### config.mk
export PLATFORM = sky130hd
export DESIGN_NAME = vliw_bundle_packer
export DESIGN_NICKNAME = d
export VERILOG_FILES = /design/src/rtl/vliw_bundle_packer.sv
export SDC_FILE = /design/constraint.sdc
export NUM_CORES = 2
export LEC_CHECK = 0
export CELL_PAD_IN_SITES_DETAIL_PLACEMENT = 0
export CELL_PAD_IN_SITES_GLOBAL_PLACEMENT = 1
export CORE_ASPECT_RATIO = 1.5
export CORE_MARGIN = 5
export CORE_UTILIZATION = 45
export DETAILED_ROUTE_END_ITERATION = 10
export PLACE_DENSITY_LB_ADDON = 0.1
export SETUP_SLACK_MARGIN = 0.3
export SLEW_MARGIN = 20
export SYNTH_ARGS = -nofsm -noshare
export SYNTH_HDL_FRONTEND = slang
export SYNTH_SLANG_ARGS = --single-unit
### constraint.sdc
create_clock -name clk -period 33.4 [get_ports clk]
set_input_delay 8.35 -clock clk [delete_from_list [all_inputs] [get_ports clk]]
set_output_delay 8.35 -clock clk [all_outputs]
set_load 0.1 [all_outputs]
### src/rtl/vliw_bundle_packer.sv
// vliw_bundle_packer: packs a stream of single 32-bit ops into 10-slot, 320-bit
// VLIW bundles and writes one bundle per EMIT cycle into instruction memory.
// Slot k sits at wr_packet[319-32k -: 32]; unused slots are written as NOP (0).
module vliw_bundle_packer #(
    parameter int          ADDR_W       = 10,
    parameter int unsigned BASE_ADDR    = 0,
    parameter bit          HAZARD_CHECK = 1'b1
) (
    input  logic              clk,
    input  logic              rst,
    input  logic              in_valid,
    output logic              in_ready,
    input  logic [31:0]       in_inst,
    input  logic              in_last,
    input  logic              flush,
    output logic              wr_en,
    output logic [ADDR_W-1:0] wr_addr,
    output logic [319:0]      wr_packet,
    output logic              err_illegal
);
    localparam int NSLOT = 10;

    typedef enum logic [1:0] {IDLE, FILL, EMIT} state_t;

    state_t                 state_q, state_d;
    logic [NSLOT-1:0][31:0] slot_q, slot_d;
    logic [NSLOT-1:0]       sv_q, sv_d;
    logic [31:0]            mask_q, mask_d;
    logic [31:0]            pend_q, pend_d;
    logic [NSLOT-1:0]       pend_cand_q, pend_cand_d;
    logic [31:0]            pend_dmask_q, pend_dmask_d;
    logic                   pend_vld_q, pend_vld_d;
    logic                   pend_last_q, pend_last_d;
    logic [ADDR_W-1:0]      addr_q, addr_d;
    logic [319:0]           pkt_q, pkt_d;
    logic                   wr_en_q, wr_en_d;
    logic                   rdy_q, rdy_d;
    logic                   err_q, err_d;

    // Opcode class map: legality, candidate slots, RAW sources and written registers.
    // Register 0 never enters the destination mask, so it can never raise a hazard.
    function automatic void decode(input  logic [31:0]      inst,
                                   output logic             legal,
                                   output logic             nop,
                                   output logic [NSLOT-1:0] cand,
                                   output logic [4:0]       sa,
                                   output logic [4:0]       sb,
                                   output logic [31:0]      dmask);
        legal = 1'b1;
        nop   = 1'b0;
        cand  = '0;
        sa    = '0;
        sb    = '0;
        dmask = '0;
        casez (inst[31:27])
            5'b00000: nop = 1'b1;
            5'b00001, 5'b00010, 5'b00011: begin
                cand = 10'b00_0000_0011;
                sa = inst[21:17]; sb = inst[16:12];
                dmask[inst[26:22]] = 1'b1;
            end
            5'b00100: begin
                cand = 10'b00_0000_0100;
                sa = inst[16:12]; sb = inst[11:7];
                dmask[inst[26:22]] = 1'b1;
                dmask[inst[21:17]] = 1'b1;
            end
            5'b00101: begin
                cand = 10'b00_0001_1000;
                sa = inst[21:17]; sb = inst[16:12];
                dmask[inst[26:22]] = 1'b1;
            end
            5'b00110: begin
                cand = 10'b00_0010_0000;
                sa = inst[16:12]; sb = inst[11:7];
                dmask[inst[26:22]] = 1'b1;
            end
            5'b01???: begin
                cand = 10'b00_0100_0000;
                sa = inst[21:17]; sb = inst[16:12];
                dmask[inst[26:22]] = 1'b1;
            end
            5'b10010: begin
                cand = 10'b00_1000_0000;
                dmask[inst[26:22]] = 1'b1;
            end
            5'b10011: begin
                cand = 10'b01_0000_0000;
                sa = inst[4:0];
            end
            5'b10100: begin
                cand = 10'b10_0000_0000;
                dmask[inst[26:22]] = 1'b1;
            end
            default: legal = 1'b0;
        endcase
        dmask[0] = 1'b0;
    endfunction

    // Lowest-numbered candidate slot that is still free (one-hot, zero if none).
    function automatic logic [NSLOT-1:0] first_free(input logic [NSLOT-1:0] cand,
                                                    input logic [NSLOT-1:0] used);
        logic [NSLOT-1:0] avail;
        avail = cand & ~used;
        return avail & (~avail + 10'd1);
    endfunction

    logic             in_legal, in_nop, in_hazard, in_conflict, in_close;
    logic [NSLOT-1:0] in_cand, in_place, pend_place;
    logic [4:0]       in_sa, in_sb;
    logic [31:0]      in_dmask;

    // Classify the incoming op against the current bundle.
    always_comb begin
        decode(in_inst, in_legal, in_nop, in_cand, in_sa, in_sb, in_dmask);
        in_place    = first_free(in_cand, sv_q);
        in_hazard   = HAZARD_CHECK && (((in_sa != 5'd0) && mask_q[in_sa]) ||
                                       ((in_sb != 5'd0) && mask_q[in_sb]));
        in_conflict = (in_place == '0) || in_hazard;
        in_close    = in_last || flush;
        pend_place  = first_free(pend_cand_q, '0);
    end

    // Next-state: place/park ops while filling, write and recycle on EMIT.
    always_comb begin
        state_d      = state_q;
        slot_d       = slot_q;
        sv_d         = sv_q;
        mask_d       = mask_q;
        pend_d       = pend_q;
        pend_cand_d  = pend_cand_q;
        pend_dmask_d = pend_dmask_q;
        pend_vld_d   = pend_vld_q;
        pend_last_d  = pend_last_q;
        addr_d       = addr_q;
        pkt_d        = pkt_q;
        err_d        = 1'b0;
        case (state_q)
            EMIT: begin
                addr_d = addr_q + 1'b1;
                slot_d = '0;
                sv_d   = '0;
                mask_d = '0;
                state_d = IDLE;
                if (pend_vld_q) begin
                    // A parked op always fits an empty bundle; seed the new one with it.
                    for (int k = 0; k < NSLOT; k++)
                        if (pend_place[k]) slot_d[k] = pend_q;
                    sv_d       = pend_place;
                    mask_d     = pend_dmask_q;
                    pend_vld_d = 1'b0;
                    state_d    = pend_last_q ? EMIT : FILL;
                end
            end
            default: begin
                if (in_valid && rdy_q) begin
                    if (!in_legal || in_nop) begin
                        err_d = !in_legal;
                        if (in_close && (sv_q != '0)) state_d = EMIT;
                    end else if (in_conflict) begin
                        pend_d       = in_inst;
                        pend_cand_d  = in_cand;
                        pend_dmask_d = in_dmask;
                        pend_last_d  = in_last;
                        pend_vld_d   = 1'b1;
                        state_d      = EMIT;
                    end else begin
                        for (int k = 0; k < NSLOT; k++)
                            if (in_place[k]) slot_d[k] = in_inst;
                        sv_d    = sv_q | in_place;
                        mask_d  = mask_q | in_dmask;
                        state_d = in_close ? EMIT : FILL;
                    end
                end else if (flush && (sv_q != '0)) begin
                    state_d = EMIT;
                end
            end
        endcase
        if (state_d == EMIT)
            for (int k = 0; k < NSLOT; k++) pkt_d[319-32*k -: 32] = slot_d[k];
        wr_en_d = (state_d == EMIT);
        rdy_d   = (state_d != EMIT);
    end

    // State and output registers; reset discards any partial bundle and parked op.
    always_ff @(posedge clk or posedge rst) begin
        if (rst) begin
            state_q      <= IDLE;
            slot_q       <= '0;
            sv_q         <= '0;
            mask_q       <= '0;
            pend_q       <= '0;
            pend_cand_q  <= '0;
            pend_dmask_q <= '0;
            pend_vld_q   <= 1'b0;
            pend_last_q  <= 1'b0;
            addr_q       <= ADDR_W'(BASE_ADDR);
            pkt_q        <= '0;
            wr_en_q      <= 1'b0;
            rdy_q        <= 1'b1;
            err_q        <= 1'b0;
        end else begin
            state_q      <= state_d;
            slot_q       <= slot_d;
            sv_q         <= sv_d;
            mask_q       <= mask_d;
            pend_q       <= pend_d;
            pend_cand_q  <= pend_cand_d;
            pend_dmask_q <= pend_dmask_d;
            pend_vld_q   <= pend_vld_d;
            pend_last_q  <= pend_last_d;
            addr_q       <= addr_d;
            pkt_q        <= pkt_d;
            wr_en_q      <= wr_en_d;
            rdy_q        <= rdy_d;
            err_q        <= err_d;
        end
    end

    assign in_ready    = rdy_q;
    assign wr_en       = wr_en_q;
    assign wr_addr     = addr_q;
    assign wr_packet   = pkt_q;
    assign err_illegal = err_q;

endmodule

After elaboration in Yosys (flattened, before gate mapping)
Cells that the tools add are included.

cells by class
  reductions and logical operators = 27
  multiplexer cells = 65
  equality and inequality tests = 15
  bitwise operators = 11
  order comparisons = 6
  $add $sub $neg = 3

operators with widths
  kind                     count
  $mux W320                5
  $mux W32                 25
  $pmux W10 S8             1
  $or A32 B32 Y32          2
  $pmux W32 S2             1
  $mux W10                 5
  $add A10 B1 Y10 const B  3
  $and A10 B10 Y10         3
  $not A10 Y10             3
  $lt A5 B6 Y1 const B     4
  $mux W2                  9
  $eq A5 B3 Y1 const B     3
  $eq A5 B5 Y1 const B     3
  $pmux W5 S3              1
  $mux W1                  13
  $reduce_or A11 Y1        1
  $bmux W1 S5              2
  $demux W1 S5             2
  $eq A5 B2 Y1 const B     2
  $ge A5 B1 Y1 const B     2
  $logic_not A10 Y1        1
  $or A10 B10 Y10          1
  $pmux W5 S2              1
  $reduce_bool A10 Y1      1
  18 further kinds         33

storage, ports and cells
  logic and storage cells = 150
  register bits = 772

Logic depth before layout (Yosys ltp)
  word-level depth = 14
  depth in mapped cells = 18
  mapped depth without buffers = 10

Least setup slack after synthesis
Ideal clock, no wire load.

  path kind = input port to flip-flop
  start point = in in_inst[28]
  end point = reg pkt_q[45] (netlist: wr_packet[45])
  slack = 22,097 ps
  arrival = 11,178 ps
  library setup time = 125 ps
  cell stages on the path = 14
  buffers on the path = 5
  path through = buf_2 > and4bb_2 > and2_1 > a221o_1 > nor4_1 > a211oi_1 > and3_1 > buf_2 > o2111ai_2 > and3_1 > buf_2 > buf_6 > buf_6 > mux2_2

on the way
  cells in the longest elaborated chain, start to end = 14
  elaborated cells between the ends (all ways) = 46
  those cells by class = 1 x add/sub; 10 x eq/ne; 18 x mux; 3 x bitwise; 14 x reduce/logical

ends and longest elaborated chain
  item                                          RTL line  RTL
  from (decl)                                   13        input logic [31:0] in_inst,
  $eq A5 B1 Y1 or $eq A5 B2 Y1 (tied branches)  55        casez (inst[31:27])
  $reduce_or A3 Y1                              n/a
  $pmux W10 S8                                  55
  $and A10 B10 Y10                              104       avail = cand & ~used;
  $not A10 Y10                                  105       return avail & (~avail + 10'd1);
  $add A10 B1 Y10                               105
  $and A10 B10 Y10                              105
  $logic_not A10 Y1                             119       in_conflict = (in_place == '0) || in_hazard;
  $logic_or A1 B1 Y1                            119
  $mux W2                                       160       end else if (in_conflict) begin
  $mux W2                                       157       if (!in_legal || in_nop) begin
  $mux W2                                       156       if (in_valid && rdy_q) begin
  $mux W2                                       138       case (state_q)
  $eq A2 B2 Y1                                  179       if (state_d == EMIT)
  to (signal assigned)                          213       pkt_q <= pkt_d;
  to (decl)                                     35        logic [319:0] pkt_q, pkt_d;

Parallel ways exist; a longest one is shown, timed or not. The select of a mux whose other input is x is not followed.
A chain may end at the register's enable or synchronous reset.

Final worst setup path
  start point = in in_inst[27]
  end point = reg pkt_q[284] (netlist: wr_packet[284])

Same word-level chain as after synthesis.

==> results.md <==
- Reg clk slew, reported paths: approximately 0.060 ns
- Post-route DRC: 0
- Worst R2R End: wr_packet[284]$_DFFE_PP0N_
- Initial antenna violation count: 0
- CP dominant cell by count: buf_4
- CTS resizes: 0
- Clock share of power: 0.198
- Critical Path End Type: flop
- H-tree Lvls: 3
- GRT Util Overall: 0.278
- Filler Cell Count: 6707
- Register area share after synthesis: 0.553
- Post-synth top area share: 0.552
- Cell Pwr Density: 108 nW/um^2
- Synthesized Nets: 3251
- Final Core Density: 0.540
- Hpwl dp: roughly 78000 um
- Area post-placement: between 30000 and 40000 sq um
- Die area: slightly above 80000 sq um
- Die width: about 240 um
- Final setup TNS: 0 ns
- Post-Synthesis Cell Area: 34800 sq um
- Synth Area in Compound Gates: 0.108
- Logic pwr share: 0.493
- Max clock buf depth: 3
- Synth Instances: between 3000 and 4000
- CP arrival: approximately 16 ns
- Total wire length: roughly 120000 um
- Worst Path Buf+Inv: 4
- Main synth FF type: dfrtp_1
- Status: finished, final reports clean
- P_leak: 20.0 nW
- Setup CP Type: in2reg
- Slack of the worst reg-to-reg path: 27.77 ns
- Largest net degree at the start of global routing: roughly 110
- Detail Route Antenna Nets: 0
- Die Ht: roughly 350 um
- Rows: between 100 and 150
- Routed len/inst: between 20 and 30 um
- CP max FO: slightly below 70
- Tcrit/Tclk final: 0.460
- Final #Nets: 3473
- Register bit total from synthesis: a little under 800
- Critical R2R Launch: state_q[0]$_DFF_PP0_
- Vias in the first global route: 27200
- Area Overhead vs Synth: 19.7%
- Switching Share: 0.505
- Cells after DPL: 4373
- Starting DRT DRC Count: around 2200
- Worst-Margin Slew: around 1.1 ns
- Leading cell types in the layout, fill and taps excluded: dfrtp_1, nand2_1, clkdlybuf4s50_1
- FFs w/ async S/R, synth: 1.00
- Total gr overflow: 0
- Flop pwr share: 0.308
- Critical-path top delay cell: nor4b_2
- Class of the worst hold path: reg2reg
- Synth Area in Adders: 0.000360
- # clock sinks: around 770
- ANT cells: 0
- Req. time, crit path: around 34 ns
- Critical path cell sequence: clkdlybuf4s50_1, nor4b_2, nand2_1, o21ai_2, a221oi_1, o21ai_0, nand4_1, o2111ai_4, buf_4, and3_4, buf_4, buf_4, mux2_1
- Routability Congestion: a little under 0.9
- Post-Layout Cell Count: 4504
- MaxCap Viol Count: 0
- Hold Fails Final Rpt: 0
- VDD IR max: ~110 uV
- Register-to-Register Path Depth: 10
- Largest family of logic cells by synthesized area: multiplexers
- Clock latency on the worst-skew pair: ~0.64 ns
- Final setup violation count: 0
- First-pass iteration count of the detailed router: 5
- Post-CTS setup buffer count: 0
- Synth Warn #: 0
- Xor and xnor fraction of the mapped netlist area: 0.00227
- PortBufs: between 300 and 400
- Clock root buffer: clkbuf_16
- Post-Synth Simple-Gate Area: 0.140
- Peak Freq: between 0.06 and 0.07 GHz
- Vias per inst: 5.94
- Max-slew violations: 0
- EDFF count, synth: 0
- Clock skew: roughly 0.028 ns
- Avg Inst Size Synth: approximately 11 sq um
- Worst slew margin: 0.234
- Crit start category: primary input
- Ports: between 300 and 400
- Worst hold stages: 1
- Slowest cell delay on critical path: 1.05 ns
- Internal power: approximately 2.2 mW
- Final worst path period need: ~15 ns
- # hold bufs at CTS: 0
- Hold Crit Start: wr_addr[9]$_DFFE_PP0P_
- Pre-CTS setup slack: roughly 18 ns
- Worst setup margin: between 15 and 20 ns
- Share of layout cells above drive strength 1: 0.101
- Post-route cell area: between 40000 and 50000 sq um
- CTS tree: yes
- Synth unique cells: 74
- WP depth: 13
- Initial Util: 0.451
- Yosys top cell by area: dfrtp_1
- Main area contributors after synthesis: dfrtp_1, nand2_1, mux2i_1
- DR vias: 26800
- Post-synthesis mux area share: 0.158
- First-pass GRT wire length: roughly 180000 um
- Most common cell after layout, fill and taps aside: dfrtp_1
- Core area: 77100 sq um
- RSZ-0062 raised after global routing: false
- Hold Path End: wr_addr[9]$_DFFE_PP0P_
- CP delay by family, top: simple AND/OR/NAND/NOR gates
- Inserted Clock Buffers: 76
- Switching pwr: roughly 2.3 mW
synth_stat cells (4+ instances only):
master    count
a211oi_1     10
a21o_1        6
a21oi_1      55
a221oi_1      8
a22o_1        4
a22oi_1      36
a31oi_1      95
a32o_1       13
and2_1       15
and3_1       16
buf_1        13
buf_2        57
buf_4        14
buf_6        13
clkbuf_1    183
dfrtp_1     768
inv_1        16
mux2_1      146
mux2_2      130
mux2i_1     238
nand2_1     677
nand2b_1    122
nand3_1      71
nand4_1       7
nor2_1       73
nor2b_1       5
nor3_1       42
nor3b_1       9
nor4_1        6
o21ai_0     149
o22ai_1       4
o32a_1      112
or3_1        34
xnor2_1       8
routing by layer:
| metal | part of all wire | up-vias | GRT usage |
|---|---|---|---|
| met5 | 0 | - | 0 |
| met4 | 0.032 | 0 | 0.0920 |
| met3 | 0.060 | 191 | 0.0413 |
| met2 | 0.49 | 1022 | 0.469 |
| met1 | 0.42 | 13800 | 0.372 |
| li1 | - | 11700 | - |
worst max-delay path by stage:
| stage | from | endpoint | slack (ns) |
|---|---|---|---|
| finish | in_inst[27] | wr_packet[284]$_DFFE_PP0N_ | 18.03 |
| global route | in_inst[27] | wr_packet[90]$_DFFE_PP0N_ | 17.83 |
| CTS | in_inst[27] | wr_packet[284]$_DFFE_PP0N_ | 18.24 |
| detailed placement | in_inst[27] | wr_packet[189]$_DFFE_PP0N_ | 17.56 |
| global placement | in_inst[27] | wr_packet[187]$_DFFE_PP0N_ | 17.80 |
| floorplan | rst | err_illegal$_DFF_PP0_ | 3.47 |
logic make-up after synthesis:
| group | count (synthesis) |
|---|---|
| flops | 769 |
| mux | 515 |
| buf+inv | 296 |
| simple gates | 1092 |
| fa+ha+maj | 1 |
| xor+xnor | 9 |
| compound gates | 531 |
layout make-up:
class / instances / area (sq um) / share of cell area
Sequential cell: 769 / 19200 / 0.462
Multi-Input combinational cell: 2148 / 14400 / 0.346
Timing Repair Buffer: 424 / 4100 / 0.0985
Clock buffer: 100 / 2110 / 0.0507
Tap cell: 1016 / 1270 / 0.0305
Clock inverter: 31 / 419 / 0.0101
Inverter: 16 / 67.6 / 0.00162
power by group through the flow:
| stage | registers (mW) | clock network (mW) | logic [mW] |
|---|---|---|---|
| 6_report | 1.39 | 0.891 | 2.22 |
| 5_1_grt | 1.41 | 0.945 | 2.32 |
| 4_1_cts | 1.38 | 0.912 | 2.23 |
| 3_5_place_dp | 1.40 | 0 | 2.23 |
| 3_3_place_gp | 1.39 | 0 | 2.19 |
| 2_1_floorplan | 2.17 | 0 | 0.831 |
stage by stage:
stage,power (mW),hold WS (ns)
floorplan,3.00,0.470
global placement,3.59,0.466
detailed placement,3.63,0.473
CTS,4.52,0.486
global route,4.67,0.498
finish,4.49,0.482
state kept, by name, indices dropped and copies added, names as in the netlist:
signal        cells
slot_q          320
wr_packet       320
pend_q           32
mask_q           31
pend_dmask_q     31
sv_q             10
wr_addr          10
pend_cand_q       8
state_q           2
err_illegal       1
in_ready          1
pend_last_q       1
pend_vld_q        1
wr_en             1
(Power assumes the default switching activity.)
